==> config.mk <==
export PLATFORM = sky130hd
export DESIGN_NAME = bg_cpu_access
export DESIGN_NICKNAME = d
export VERILOG_FILES = /design/src/rtl/bg_cpu_access.sv
export SDC_FILE = /design/constraint.sdc
export NUM_CORES = 1
export LEC_CHECK = 0
export ABC_AREA = 1
export CORE_ASPECT_RATIO = 0.7
export CORE_MARGIN = 1
export CORE_UTILIZATION = 42
export DETAILED_ROUTE_END_ITERATION = 6
export PLACE_DENSITY = 0.8
export SYNTH_ARGS = -nofsm -noshare
export SYNTH_HDL_FRONTEND = slang
export SYNTH_SLANG_ARGS = --single-unit
==> constraint.sdc <==
create_clock -name master_clk -period 1.85 [get_ports master_clk]
set_input_delay 0.37 -clock master_clk [delete_from_list [all_inputs] [get_ports master_clk]]
set_output_delay 0.37 -clock master_clk [all_outputs]
set_load 0.03 [all_outputs]
==> src/rtl/bg_cpu_access.sv <==
// bg_cpu_access: Z80-side responder for the background tile RAM (lo/hi banks).
// A Z80 request is latched, the CPU is held in WAIT until the video timing
// has offered MIN_WAIT+1 CPU slots, then exactly one port-B access is made.
// Reads return the captured bank data on cpu_dout; WAIT releases once done.
//
// Handshake: a request is "req" (chip select and strobe both active). It is
// accepted only on its rising edge in IDLE. It is completed when the FSM
// reaches DONE. The Z80 must then drop req before another access is accepted.
module bg_cpu_access #(
  parameter int MIN_WAIT   = 2,  // slot_en pulses skipped before the access (0..7)
  parameter int RD_LATENCY = 1   // cycles from ram_addr to valid ram_q (1..3)
) (
  input  logic        master_clk,
  input  logic        reset,
  input  logic [15:0] cpu_addr,
  input  logic [7:0]  cpu_din,
  input  logic        z80_wr_n,
  input  logic        z80_rd_n,
  input  logic        bgram_1_n,
  input  logic        bgram_2_n,
  input  logic        slot_en,
  input  logic [7:0]  ram_q_lo,
  input  logic [7:0]  ram_q_hi,
  output logic        cpu_wait_n,
  output logic [7:0]  cpu_dout,
  output logic [10:0] ram_addr,
  output logic [7:0]  ram_dout,
  output logic        ram_we_lo,
  output logic        ram_we_hi
);

  localparam logic [2:0] MIN_WAIT_C = 3'(MIN_WAIT);
  localparam logic [1:0] LAT_LAST_C = 2'(RD_LATENCY - 1);

  typedef enum logic [2:0] {
    IDLE      = 3'd0,
    WAIT_SLOT = 3'd1,
    ACCESS    = 3'd2,
    RDCAP     = 3'd3,
    DONE      = 3'd4
  } state_t;

  state_t      state_q, state_d;
  logic [2:0]  cnt_q, cnt_d;
  logic [1:0]  lat_q, lat_d;
  logic        req_prev_q, req_prev_d;
  logic [10:0] addr_q, addr_d;
  logic [7:0]  wdata_q, wdata_d;
  logic [7:0]  dout_q, dout_d;
  logic        hi_q, hi_d;
  logic        wr_q, wr_d;

  logic        req;
  logic        req_edge;
  logic        we_lo_c;
  logic        we_hi_c;

  // Only the low 11 address bits reach the RAM.
  logic        unused_addr_hi;
  assign unused_addr_hi = ^cpu_addr[15:11];

  assign req      = (!bgram_1_n || !bgram_2_n) && (!z80_rd_n || !z80_wr_n);
  assign req_edge = req && !req_prev_q;

  // Next-state logic: request latch, slot counting, read capture.
  always_comb begin
    state_d    = state_q;
    cnt_d      = cnt_q;
    lat_d      = lat_q;
    req_prev_d = req;
    addr_d     = addr_q;
    wdata_d    = wdata_q;
    dout_d     = dout_q;
    hi_d       = hi_q;
    wr_d       = wr_q;
    we_lo_c    = 1'b0;
    we_hi_c    = 1'b0;
    case (state_q)
      IDLE: begin
        // A slot_en coincident with the edge is deliberately not counted.
        if (req_edge) begin
          addr_d  = cpu_addr[10:0];
          wdata_d = cpu_din;
          hi_d    = !bgram_2_n && bgram_1_n;  // lo bank wins when both are low
          wr_d    = !z80_wr_n;
          cnt_d   = 3'd0;
          state_d = WAIT_SLOT;
        end
      end
      WAIT_SLOT: begin
        if (!req) begin
          state_d = IDLE;
        end else if (slot_en) begin
          if (cnt_q == MIN_WAIT_C) begin
            lat_d   = 2'd0;
            state_d = ACCESS;
          end else begin
            cnt_d = cnt_q + 3'd1;
          end
        end
      end
      ACCESS: begin
        we_lo_c = wr_q && !hi_q;
        we_hi_c = wr_q && hi_q;
        lat_d   = 2'd0;
        state_d = wr_q ? DONE : RDCAP;
      end
      RDCAP: begin
        if (lat_q == LAT_LAST_C) begin
          dout_d  = hi_q ? ram_q_hi : ram_q_lo;
          state_d = DONE;
        end else begin
          lat_d = lat_q + 2'd1;
        end
      end
      DONE: begin
        // A request held high is never re-executed.
        if (!req) state_d = IDLE;
      end
      default: state_d = IDLE;
    endcase
  end

  // State and datapath registers with synchronous reset.
  always_ff @(posedge master_clk) begin
    if (reset) begin
      state_q    <= IDLE;
      cnt_q      <= 3'd0;
      lat_q      <= 2'd0;
      req_prev_q <= 1'b0;
      addr_q     <= 11'd0;
      wdata_q    <= 8'd0;
      dout_q     <= 8'd0;
      hi_q       <= 1'b0;
      wr_q       <= 1'b0;
    end else begin
      state_q    <= state_d;
      cnt_q      <= cnt_d;
      lat_q      <= lat_d;
      req_prev_q <= req_prev_d;
      addr_q     <= addr_d;
      wdata_q    <= wdata_d;
      dout_q     <= dout_d;
      hi_q       <= hi_d;
      wr_q       <= wr_d;
    end
  end

  // Outputs: WAIT is combinational so it drops in the request cycle; the
  // write strobes are gated by reset so a reset during ACCESS suppresses them.
  always_comb begin
    cpu_wait_n = !(req && (state_q != DONE));
    cpu_dout   = dout_q;
    ram_addr   = addr_q;
    ram_dout   = wdata_q;
    ram_we_lo  = we_lo_c && !reset;
    ram_we_hi  = we_hi_c && !reset;
  end

endmodule
==> results.toml <==
[critical_path]
max_stage_delay_ps = 500
cp-end-kind = "output port"
cp.required_ps = 1480
cp_slowest_cell = "clkdlybuf4s50_1"
path_common_cell = "nand2_2"
startpoint_type = "primary input"
cp_cell_sequence = "clkdlybuf4s50_1, nand2_2, nand2_2, inv_1, nand2_1, buf_12"
cp.arrival_ps = 1390
path_max_fanout = 6
path_class = "primary input to output port"

[cts]
cts_root_buf = "clkbuf_8"
cts.sinks = 38
clkTransAtPathRegs_ps = 70
ctsHoldBuffers = 0
numCtsBuffers = 5
worstSkewPairLatency_ps = 290
clockBufferDepth = 2
cts_tree = "built"
htreeDepth = 2

[global_route]
antenna_found_initial = 0
use_met3_pct = 4.92
grt_pass1_vias = 1654
busiest_layer = "met2"
grtUsageMet2_pct = 34.0
gr-usage-met1_pct = 28.1
grt_max_degree = 26
grt_use_total_pct = 21.5
grt_pass1_wl_um = 7330
overflow = 0

[layout]
drive_gt1_share_pct = 11.4
area_growth_pct = 50.4
fin_area_um2 = 2630
fin_nets = 373
n_antenna_cell = 0

[logic_synthesis]
synth_top_area_cell = "dfxtp_1"
ys_warn_count = 0
ys_ff_latch = 38
synth_area_leaders = "dfxtp_1 (43%), nand2_1 (12%), nor2_1 (12%)"
syn_inst = 247
syn_area_um2 = 1750
ys_seq_area_share_pct = 43.5
yosysTopAreaCellShare_pct = 43.5
synth_nets = 297
synth.distinct_cells = 27
syn_area_per_cell_um2 = 7.08

[floorplanning]
die_w_um = 79.1
die_area_um2 = 4430
start_util_pct = 44.3
rows = 19
coreArea_um2 = 3950
io_pins = 77
die_h_um = 56.0

[routing]
num_vias = 1773
first_pass_iters = 4
via_per_inst = 4.72
wl_um = 4330
wire_per_inst_um = 11.5
antenna_left = 0
drc = 0
first_iter_violations = 61

[sta]
fin_crit_sh_pct = 95.0
fmax_ghz = 0.569
hold_violations = 0
relSlewSlack_pct = 68.9
min_period_ps = 1760
drv_slew = 0
fin_tns_setup_ps = 0
finalSetupViolations = 0
finClkSkew_ps = 6.94
worst_pin_slew_ps = 466
grt_setup_unrepaired = "false"

[placed_design]
dp_hpwl_um = 3180
place.gp.congestion = 0.903
placedInstanceArea_um2 = 2530
io_buffers = 71

[min_path]
worstHoldPathType = "flip-flop to flip-flop"

[run_status]
outcome = "finished clean"

[pwr]
ir_drop_mv = 0.655
p_leak_nw = 1.11
p_per_area_nw_per_um2 = 1180

[flow_run]
drv_cap = 0
where the power goes:
| group | leakage, nW | internal, mW | switching, mW | total (mW) |
|---|---|---|---|---|
| combinational | 0.746 | 0.589 | 0.841 | 1.43 |
| sequential | 0.311 | 0.986 | 0.103 | 1.09 |
| clock | 0.0482 | 0.301 | 0.287 | 0.588 |
| total | 1.11 | 1.88 | 1.23 | 3.11 |
sequential cells by signal, indices dropped and copies added (netlist names):
signal	count
req_prev_q	1
ram_addr	11
hi_q	1
lat_q	2
wr_q	1
cnt_q	3
cpu_dout	8
ram_dout	8
state_q	3
through the flow:
stage	hold WS, ps	util, %	power (mW)	instances	worst slack [ps]
2_1_floorplan	439	-	2.02	247	336
3_3_place_gp	450	64.2	2.51	368	43.0
3_5_place_dp	455	64.2	2.53	368	0.358
4_1_cts	467	66.6	3.13	376	30.4
5_1_grt	493	66.7	3.34	376	26.4
6_report	463	66.7	3.11	376	91.8
critical path, delay by kind of cell:
kind | cells | cell delay [ps]
simple gates | 3 | 320
buf+inv | 3 | 700
layout make-up:
class | instances | area, um2
clock buffers | 7 | 86.3
clock inverters | 1 | 5.00
fillers | 370 | 1320
inverters | 17 | 63.8
multi-input cells | 183 | 870
flip-flops and latches | 38 | 761
well taps | 52 | 65.1
repair buffers | 78 | 781
cells by family (layout without fill, tap and decap cells):
| logic type | Yosys count | after routing | synth area share (%) |
|---|---|---|---|
| fa+ha+maj | 3 | 3 | 2.15 |
| flops | 38 | 38 | 43.5 |
| xor+xnor | 1 | 1 | 0.501 |
| buf+inv | 26 | 103 | 7.08 |
| compound gates | 40 | 40 | 12.0 |
| simple gates | 139 | 139 | 34.8 |
cells in the final DEF, fill, tap and decap left out:
cell type | Yosys | layout
clkdlybuf4s50_1 | 0 | 68
nand2_1 | 58 | 57
nor2_1 | 56 | 55
dfxtp_1 | 38 | 38
o21ai_0 | 23 | 23
a21oi_1 | 14 | 14
nand3_1 | 12 | 12
inv_1 | 12 | 11
buf_4 | 1 | 8
clkbuf_8 | 0 | 6
nand2_2 | 4 | 5
inv_2 | 4 | 5
nor2_2 | 2 | 3
ha_1 | 3 | 3
nand2_4 | 2 | 2
a21oi_2 | 2 | 2
buf_12 | 0 | 2
clkinv_1 | 1 | 1
nor2_8 | 1 | 1
nor3_4 | 1 | 1
nand3_2 | 1 | 1
nand4_1 | 1 | 1
o211ai_1 | 1 | 1
xnor2_1 | 1 | 1
nand3b_1 | 1 | 1
clkbuf_1 | 2 | 1
clkinv_2 | 0 | 1
per-layer routing:
metal	routed length, um	part of all wire (%)	vias up
met3	287	6.6	6
met4	62	1.4	0
li1	-	-	930
met1	2000	46	782
met5	0	0	-
met2	1970	46	55
what timing repair did:
| action | CTS | global route |
|---|---|---|
| endpoints found under the hold margin | 0 | 0 |
| gates resized for setup | 0 | 3 |
| setup buffers | 0 | 0 |
| setup endpoints to repair | 0 | 3 |
worst paths after layout:
check | from | slack (ps) | endpoint | cells past startpoint
min reg2reg | cpu_dout[2]$_SDFFE_PP0P_ | 460 | cpu_dout[2]$_SDFFE_PP0P_ | 2
min | cpu_dout[2]$_SDFFE_PP0P_ | 460 | cpu_dout[2]$_SDFFE_PP0P_ | 2
max reg2reg | lat_q[0]$_SDFFE_PP0P_ | 340 | state_q[0]$_SDFFE_PP0P_ | 8
max | z80_wr_n | 90 | cpu_wait_n | 6
cells in the mapped netlist, drive strengths merged:
library cell	n
nor3	1
inv	16
nand4	1
nand2	64
o211ai	1
dfxtp	38
nand3	13
xnor2	1
ha	3
o21ai	23
nor2	59
buf	5
a21oi	16
clkbuf	4
clkinv	1
nand3b	1
No activity file was read; power rests on OpenSTA's default activity.
